**src/rtl/axil_slave.sv**
```systemverilog
// AXI4-Lite responder: terminates AW/W and AR/R, turns each accepted
// transaction into a single-beat request on a shared backend register port.
// One write FSM, one read FSM, fixed-priority (write first) backend arbiter.
module axil_slave #(
  parameter int ADDR_WIDTH = 15,
  parameter int DATA_WIDTH = 32
) (
  input  logic                    clk,
  input  logic                    rst_n,
  input  logic                    axi_awvalid,
  input  logic [ADDR_WIDTH-1:0]   axi_awaddr,
  output logic                    axi_awready,
  input  logic                    axi_wvalid,
  input  logic [DATA_WIDTH-1:0]   axi_wdata,
  input  logic [DATA_WIDTH/8-1:0] axi_wstrb,
  output logic                    axi_wready,
  input  logic                    axi_arvalid,
  input  logic [ADDR_WIDTH-1:0]   axi_araddr,
  output logic                    axi_arready,
  output logic                    axi_rvalid,
  output logic [DATA_WIDTH-1:0]   axi_rdata,
  input  logic                    axi_rready,
  output logic                    bk_wr,
  output logic                    bk_rd,
  output logic [ADDR_WIDTH-1:0]   bk_addr,
  output logic [DATA_WIDTH-1:0]   bk_wdata,
  output logic [DATA_WIDTH/8-1:0] bk_wstrb,
  input  logic                    bk_ack,
  input  logic [DATA_WIDTH-1:0]   bk_rdata
);

  localparam int STRB_WIDTH = DATA_WIDTH / 8;

  typedef enum logic [1:0] {WR_IDLE, WR_DATA, WR_BACKEND} wr_state_t;
  typedef enum logic [1:0] {RD_IDLE, RD_BACKEND, RD_RESP} rd_state_t;
  typedef enum logic [1:0] {GNT_NONE = 2'd0, GNT_WR = 2'd1, GNT_RD = 2'd2} grant_t;

  wr_state_t wr_state, wr_next;
  rd_state_t rd_state, rd_next;
  grant_t    grant, grant_next;

  logic [ADDR_WIDTH-1:0] wr_addr_q, rd_addr_q;
  logic [DATA_WIDTH-1:0] wr_data_q, rd_data_q;
  logic [STRB_WIDTH-1:0] wr_strb_q;

  logic aw_fire, w_fire, ar_fire, r_fire, wr_done, rd_done;

  assign aw_fire = axi_awvalid & axi_awready;
  assign w_fire  = axi_wvalid & axi_wready;
  assign ar_fire = axi_arvalid & axi_arready;
  assign r_fire  = axi_rvalid & axi_rready;
  // An ack only completes the request that currently owns the backend.
  assign wr_done = bk_ack & (grant == GNT_WR);
  assign rd_done = bk_ack & (grant == GNT_RD);

  // Write FSM next state: address first, then data, then backend access.
  always_comb begin
    wr_next = wr_state;
    case (wr_state)
      WR_IDLE:    if (aw_fire) wr_next = WR_DATA;
      WR_DATA:    if (w_fire)  wr_next = WR_BACKEND;
      WR_BACKEND: if (wr_done) wr_next = WR_IDLE;
      default:    wr_next = WR_IDLE;
    endcase
  end

  // Read FSM next state: address, backend access, then hold response until taken.
  always_comb begin
    rd_next = rd_state;
    case (rd_state)
      RD_IDLE:    if (ar_fire) rd_next = RD_BACKEND;
      RD_BACKEND: if (rd_done) rd_next = RD_RESP;
      RD_RESP:    if (r_fire)  rd_next = RD_IDLE;
      default:    rd_next = RD_IDLE;
    endcase
  end

  // Arbiter: grant on the cycle a BACKEND state is entered, write wins ties,
  // and the grant always passes through NONE after an ack.
  always_comb begin
    grant_next = grant;
    case (grant)
      GNT_NONE: begin
        if (wr_next == WR_BACKEND)      grant_next = GNT_WR;
        else if (rd_next == RD_BACKEND) grant_next = GNT_RD;
      end
      GNT_WR, GNT_RD: if (bk_ack) grant_next = GNT_NONE;
      default: grant_next = GNT_NONE;
    endcase
  end

  // State, grant and registered handshake outputs.
  always_ff @(posedge clk or negedge rst_n) begin
    if (!rst_n) begin
      wr_state    <= WR_IDLE;
      rd_state    <= RD_IDLE;
      grant       <= GNT_NONE;
      axi_awready <= 1'b0;
      axi_wready  <= 1'b0;
      axi_arready <= 1'b0;
      axi_rvalid  <= 1'b0;
    end else begin
      wr_state    <= wr_next;
      rd_state    <= rd_next;
      grant       <= grant_next;
      axi_awready <= (wr_next == WR_IDLE);
      axi_wready  <= (wr_next == WR_DATA);
      axi_arready <= (rd_next == RD_IDLE);
      axi_rvalid  <= (rd_next == RD_RESP);
    end
  end

  // Transaction fields captured at their handshakes, held for the backend.
  always_ff @(posedge clk or negedge rst_n) begin
    if (!rst_n) begin
      wr_addr_q <= '0;
      wr_data_q <= '0;
      wr_strb_q <= '0;
      rd_addr_q <= '0;
      rd_data_q <= '0;
    end else begin
      if (aw_fire) wr_addr_q <= axi_awaddr;
      if (w_fire) begin
        wr_data_q <= axi_wdata;
        wr_strb_q <= axi_wstrb;
      end
      if (ar_fire) rd_addr_q <= axi_araddr;
      if (rd_done) rd_data_q <= bk_rdata;
    end
  end

  // Backend request fields come from the granted side, zero when idle.
  always_comb begin
    bk_addr  = '0;
    bk_wdata = '0;
    bk_wstrb = '0;
    if (grant == GNT_WR) begin
      bk_addr  = wr_addr_q;
      bk_wdata = wr_data_q;
      bk_wstrb = wr_strb_q;
    end else if (grant == GNT_RD) begin
      bk_addr  = rd_addr_q;
    end
  end

  assign bk_wr     = (grant == GNT_WR);
  assign bk_rd     = (grant == GNT_RD);
  assign axi_rdata = (rd_state == RD_RESP) ? rd_data_q : '0;

endmodule

```
**config.mk**
```make
export PLATFORM = sky130hd
export DESIGN_NAME = axil_slave
export DESIGN_NICKNAME = d
export VERILOG_FILES = /design/src/rtl/axil_slave.sv
export SDC_FILE = /design/constraint.sdc
export NUM_CORES = 1
export LEC_CHECK = 0
export ABC_AREA = 1
export BUFFER_PORTS_ARGS = -buffer_cell sky130_fd_sc_hd__buf_2
export CAP_MARGIN = 40
export CORE_MARGIN = 2
export CORE_UTILIZATION = 45
export CTS_CLUSTER_DIAMETER = 100
export DETAILED_ROUTE_END_ITERATION = 6
export PLACE_DENSITY = 0.74
export SYNTH_ARGS = -nofsm -noshare
export SYNTH_HDL_FRONTEND = slang
export SYNTH_SLANG_ARGS = --single-unit
export TNS_END_PERCENT = 5
```
**constraint.sdc**
```tcl
create_clock -name clk -period 2.47 [get_ports clk]
set_input_delay 0.494 -clock clk [delete_from_list [all_inputs] [get_ports clk]]
set_output_delay 0.494 -clock clk [all_outputs]
set_load 0.01 [all_outputs]
```
==> key figures, run 1 <==
Clock network
  – Postcts setup bufs: 0
  – CTS buffer count: 9
  – Quantity of gates resized following cts: 0
  – Clk slew on worst S/H paths: 0.07 ns
  – Longest Clk Path Bufs: 2
  – Root Driver: clkbuf_16
  – CTS H-tree lvls: 3
  – Clk sinks: 108
  – Cts hold-fix bufs: 0
  – CTS tree: built
  – Worst skew pair latency: 0.34 ns

Route
  – Detailed Route Iter0 Violations: 155
  – Routed Antenna Nets: 0
  – DR WL/cell: 12.6 um
  – Number of remaining DRC errors: 0
  – Via/cell ratio: 4.74
  – Vias: 4381
  – Final wirelength: 11600 um
  – Router iterations before antenna repair: 4

Logic synthesis
  – Post-synthesis cell count: 598
  – Top cells by area, synth: dfrtp_1 53%, nand2_1 17%, inv_1 5.8%, a21oi_2 5.7%, nor2_1 3.8%
  – Post-Syn Area: 5070 sq um
  – Share of the synthesized area in the top cell type: 0.533
  – Register bit total from synthesis: 108
  – Net count after synthesis: 706
  – Syn avg cell area: 8.48 sq um
  – Sequential element share of the synthesized area: 0.533
  – Synth area leader: dfrtp_1
  – Distinct cell type count after synthesis: 20
  – Yosys warns: 0

Final layout
  – # diodes: 0
  – Layout cell share with drive strength beyond 1: 0.376
  – Final-stage net count: 888
  – Final Util: 0.588
  – Syn-to-layout area delta: 26.7%

Pwr
  – Pwr dens: 1130 nW/um^2
  – Leak: 0.00398 uW
  – Peak supply drop: 0.000532 V

Die
  – I/O pin cnt: 194
  – Starting density of the core: 0.464
  – Die area: 12100 sq um
  – Die W: 110 um
  – Die H: 110 um
  – Core ar.: 10900 sq um
  – Rows: 38

Critical path
  – Required time worst endpoint: 1.98 ns
  – Crit-path cells: inv_1 -> ha_2 -> inv_1 -> nand3_1 -> nand2_1 -> buf_2
  – Worst-path fanout max: 15
  – Crit end category: output pin
  – CP dominant cell by count: inv_1
  – Startpoint Class: flop
  – CP max stage cell: dfrtp_1
  – Peak per-stage delay on the critical path: 0.38 ns
  – Critical Path AT: 1.81 ns
  – Critical path type: reg2out

Worst hold path
  – Hold Path Class: in2async

Run
  – Max Cap Viol: 0

Place
  – Detailed Place HPWL: 8620 um
  – I/O Buffers: 193
  – Post-Place Setup Slack: 0.556 ns
  – RePlAce Congestion: 0.846

Global routing
  – Vias in the first global route: 4303
  – Initial antenna violation count: 0
  – Wire length of the first global-routing pass: 18600 um
  – Gr ovfl total: 0
  – Largest net degree at the start of global routing: 52
  – Total track usage: 0.194

Timing
  – Fin crit share: 0.931
  – Fmax: 0.435 GHz
  – Final setup TNS: 0 ns
  – Setup violators final: 0
  – Final Max Tran Viols: 0
  – Hold Fails Final Rpt: 0
  – Fin crit period: 2.30 ns
  – Worst Clk Skew: 0.0101 ns
  – Min Hold Slack: 0.124 ns
  – Slew @ Worst Pin: 0.593 ns
  – Worst setup margin: 0.171 ns
  – Unrepaired setup endpoints after global routing: no
  – Rel. slew slack: 0.603

Status
  – Status: finished clean
[through the flow]
stage	cells	cell area (sq um)	total power, uW
2_1_floorplan	598	5070	4930
3_3_place_gp	909	6110	5640
3_5_place_dp	909	6110	5780
4_1_cts	925	6430	7310
5_1_grt	925	6430	7810
6_report	925	6430	7230
[Yosys cell counts, drive strengths merged]
cell type / count
o21ai: 1
nor2: 71
nand2: 234
o31ai: 2
buf: 27
inv: 81
ha: 3
dfrtp: 108
mux2: 15
o21a: 1
nand3: 20
a21oi: 33
clkbuf: 2
[flip-flops by register name, indices dropped and copies added, names as in the netlist, 2 cells and up]
register	count
rd_data_q	32
wr_data_q	32
rd_addr_q	15
wr_addr_q	15
wr_strb_q	4
grant	2
rd_state	2
wr_state	2
[cells in the final DEF (no fill, tap or decap), drive strengths merged]
cell        n
ha          3
clkbuf     10
o31ai       2
a21oi      33
inv        81
buf       200
clkinv      2
o21a        1
nand3      20
mux2       15
dfrtp     108
o21ai       1
clkinvlp    2
bufinv      2
nor2       71
nand2     234
[final timing paths]
path,from,end,slack [ns],cells after the start
setup reg to reg,grant[1],grant[0],0.80,9
setup / recovery,grant[1],bk_addr[9],0.17,6
hold / removal,rst_n,wr_data_q[28],0.12,1
max in group asynchronous,rst_n,rd_data_q[28],1.68,2
min in group clk,axi_araddr[7],rd_addr_q[7],0.34,3
hold reg to reg,wr_data_q[28],wr_data_q[28],0.48,2
[cells by family (layout without fill, tap and decap cells)]
kind of cell             Yosys count  after routing  synth area share
multiplexers                      15             15            0.0333
AND/OR/NAND/NOR                  325            325             0.262
buffers and inverters            110            297            0.0992
flip-flops                       108            108             0.533
AO/OA/AOI/OAI                     37             37            0.0651
adder cells (fa/ha/maj)            3              3           0.00740
[per-layer routing]
layer | wire, um | global-route usage | up-vias | part of all wire
met4 | 191 | 0.0777 | 0 | 0.016
met3 | 623 | 0.0335 | 16 | 0.054
met5 | 0 | 0 | - | 0
met2 | 5950 | 0.343 | 138 | 0.51
met1 | 4870 | 0.236 | 2087 | 0.42
li1 | - | - | 2140 | -
[worst max-delay path: cells and delay by family (launching register included)]
family	cells	cell delay, ns
adders and majority gates	1	0.32
buffers and inverters	3	0.54
DFF	1	0.38
and+or+nand+nor	2	0.22
[area by class of cell]
class,count,area (sq um)
fillers,1012,4510
well taps,140,175
clock inverters,6,88.8
multi-input cells,380,1870
flip-flops and latches,108,2700
inverters,81,304
repair buffers,200,1060
clock buffers,10,229
[power by group]
group | switching (uW) | internal, uW | total [uW]
Combinational | 1610 | 1070 | 2680
Clock | 620 | 889 | 1510
Sequential | 433 | 2610 | 3050
Total | 2660 | 4570 | 7230
Power figures use the tool's default switching activity.
==> run 2, diff against run 1 <==
==> constraint.sdc (replaced) <==
create_clock -name clk -period 2.47 [get_ports clk]
set_input_delay 0 -clock clk [delete_from_list [all_inputs] [get_ports clk]]
set_output_delay 0 -clock clk [all_outputs]
set_load 0.01 [all_outputs]
==> run 2 against run 1 <==
Power grew 2.5%; register-to-register slack gained 0.04 ns; cell area grew 15%; clock-buffer cell count grew 1; cell count grew 10%; critical endpoint is now bk_wdata[9].
==> key figures, run 2 (same netlist as run 1, synthesis figures left out) <==
Timing
  – Final setup TNS: 0 ns (unchanged)
  – Rel. slew slack: 0.551 (-0.0525)
  – Fin crit period: 1.94 ns (-0.359 ns)
  – Final Max Tran Viols: 0 (unchanged)
  – Hold Fails Final Rpt: 0 (unchanged)
  – Worst Clk Skew: 0.00624 ns (-0.00389 ns)
  – Setup violators final: 0 (unchanged)
  – Slew @ Worst Pin: 0.674 ns (+0.0809 ns)
  – Fin crit share: 0.786 (-0.145)
  – Fmax: 0.515 GHz (+18%)
  – Unrepaired setup endpoints after global routing: no

Status
  – Status: finished clean

Final layout
  – Final-stage net count: 985 (+11%)
  – Commonest non-fill, non-tap cell in the layout: nand2_1
  – # diodes: 0 (unchanged)
  – Syn-to-layout area delta: 45.7%
  – Fin area: 7390 sq um (+15%)
  – Largest registers: rd_data_q: 32 flops, wr_data_q: 32 flops
  – Layout cell share with drive strength beyond 1: 0.331 (-0.0444)
  – Most frequent cells in the layout: 228 x nand2_1, 192 x buf_2, 108 x dfrtp_1

Die
  – Die W: 110 um (unchanged)
  – I/O pin cnt: 194 (unchanged)
  – Starting density of the core: 0.464 (unchanged)
  – Die area: 12100 sq um (unchanged)
  – Die H: 110 um (unchanged)
  – Rows: 38 (unchanged)
  – Core ar.: 10900 sq um (unchanged)

Global routing
  – GRT met1 Usage: 0.269 (+0.0327)
  – Wire length of the first global-routing pass: 21800 um (+18%)
  – Initial antenna violation count: 0 (unchanged)
  – Gr ovfl total: 0 (unchanged)
  – Total track usage: 0.232 (+0.0372)
  – Most used routing layer: met2
  – Grt met3 use: 0.0400 (+0.00647)
  – Vias in the first global route: 4929 (+15%)
  – Largest net degree at the start of global routing: 65 (+25%)
  – M2 GR Usage: 0.419 (+0.0758)

Route
  – DR WL/cell: 13.7 um (+8.7%)
  – Via/cell ratio: 4.72 (-0.28%)
  – Number of remaining DRC errors: 0 (unchanged)
  – Router iterations before antenna repair: 5 (+1)
  – Detailed Route Iter0 Violations: 344 (+120%)
  – Routed Antenna Nets: 0 (unchanged)
  – Vias: 4822 (+10%)
  – Final wirelength: 14000 um (+20%)

Place
  – I/O Buffers: 193 (unchanged)
  – Detailed Place HPWL: 8450 um (-2.0%)
  – Post-DP Area: 6080 sq um (-0.45%)
  – RePlAce Congestion: 0.773 (-8.7%)

Clock network
  – CTS H-tree lvls: 3 (unchanged)
  – Clk sinks: 108 (unchanged)
  – Clk slew on worst S/H paths: 0.07 ns (about the same)
  – CTS tree: built
  – Quantity of gates resized following cts: 0 (unchanged)
  – Root Driver: clkbuf_16
  – CTS buffer count: 9 (unchanged)
  – Worst skew pair latency: 0.34 ns (about the same)
  – Longest Clk Path Bufs: 2 (unchanged)

Critical path
  – Worst-path fanout max: 45 (+30)
  – Crit end category: output pin
  – Critical path type: reg2out
  – Startpoint Class: flop
  – Critical Path AT: 1.94 ns (+0.13 ns)
  – Required time worst endpoint: 2.47 ns (+0.49 ns)

Pwr
  – Leak: 0.00439 uW (+10%)
  – Pwr dens: 1000 nW/um^2 (-11%)
  – Peak supply drop: 0.000553 V (+4.0%)

Run
  – Max Cap Viol: 0 (unchanged)

Worst hold path
  – Hold Path Class: in2reg
==> run 2: cell count changes in the layout (fill, tap and decap cells not counted), sizes merged <==
| cell | delta |
|---|---|
| buf | -2 |
| dlygate4sd3 | +99 |
| clkinvlp | -2 |
| clkbuf | +1 |
==> run 2: area by class of cell <==
type | count | area, sq um
fill | 856 | 3550
sequential | 108 | 2700
timing repair buffer | 297 | 2020
multi-input combinational | 380 | 1870
inverter | 81 | 304
clock buffer | 11 | 243
tap | 140 | 175
clock inverter | 4 | 73.8
==> run 2: stage by stage <==
| stage | hold slack, ns | setup WS [ns] | power, uW | utilization | instances |
|---|---|---|---|---|---|
| floorplan | -0.296 | 1.09 | 4930 | - | 598 |
| global placement | 0.0762 | 0.958 | 5600 | 0.556 | 907 |
| detailed placement | 0.0875 | 0.867 | 5760 | 0.556 | 907 |
| CTS | 0.0603 | 0.523 | 7440 | 0.676 | 1021 |
| global route | 0.0730 | 0.349 | 7960 | 0.676 | 1021 |
| finish | 0.0707 | 0.529 | 7410 | 0.676 | 1021 |
==> run 2: worst max-delay path, cell delays in order (launching register included) <==
cell	delay [ns]
dfrtp_1	0.38
inv_1	0.12
ha_2	0.32
buf_4	0.44
nand2_1	0.12
inv_1	0.08
buf_2	0.12
==> run 2: worst paths after layout <==
check | start | to | slack [ns] | depth (start not counted)
max reg2reg | rd_state[0] | grant[0] | 0.84 | 7
min reg2reg | wr_data_q[15] | wr_data_q[15] | 0.48 | 2
min in group asynchronous | rst_n | wr_data_q[24] | 0.23 | 2
max | grant[1] | bk_wdata[9] | 0.53 | 6
max in group asynchronous | rst_n | wr_strb_q[1] | 1.49 | 3
min | bk_ack | wr_state[1] | 0.07 | 4
==> run 2: power breakdown <==
| part | internal, uW | total, uW | leakage [uW] | switching, uW |
|---|---|---|---|---|
| Combinational | 1150 | 2830 | 0.00295 | 1680 |
| Clock | 912 | 1530 | 0.000156 | 619 |
| Sequential | 2610 | 3050 | 0.00128 | 433 |
| Total | 4680 | 7410 | 0.00439 | 2730 |
==> run 2: timing repair <==
action,in CTS,in global routing
endpoints found under the hold margin,148,0
hold buffers,99,0
buffers inserted,0,0
==> run 2: routing by layer <==
| metal | share of wire | vias to the layer above | wire [um] |
|---|---|---|---|
| met5 | 0 | - | 0 |
| met4 | 0.027 | 0 | 378 |
| met3 | 0.059 | 37 | 817 |
| met2 | 0.52 | 189 | 7240 |
| met1 | 0.40 | 2263 | 5520 |
| li1 | - | 2333 | - |
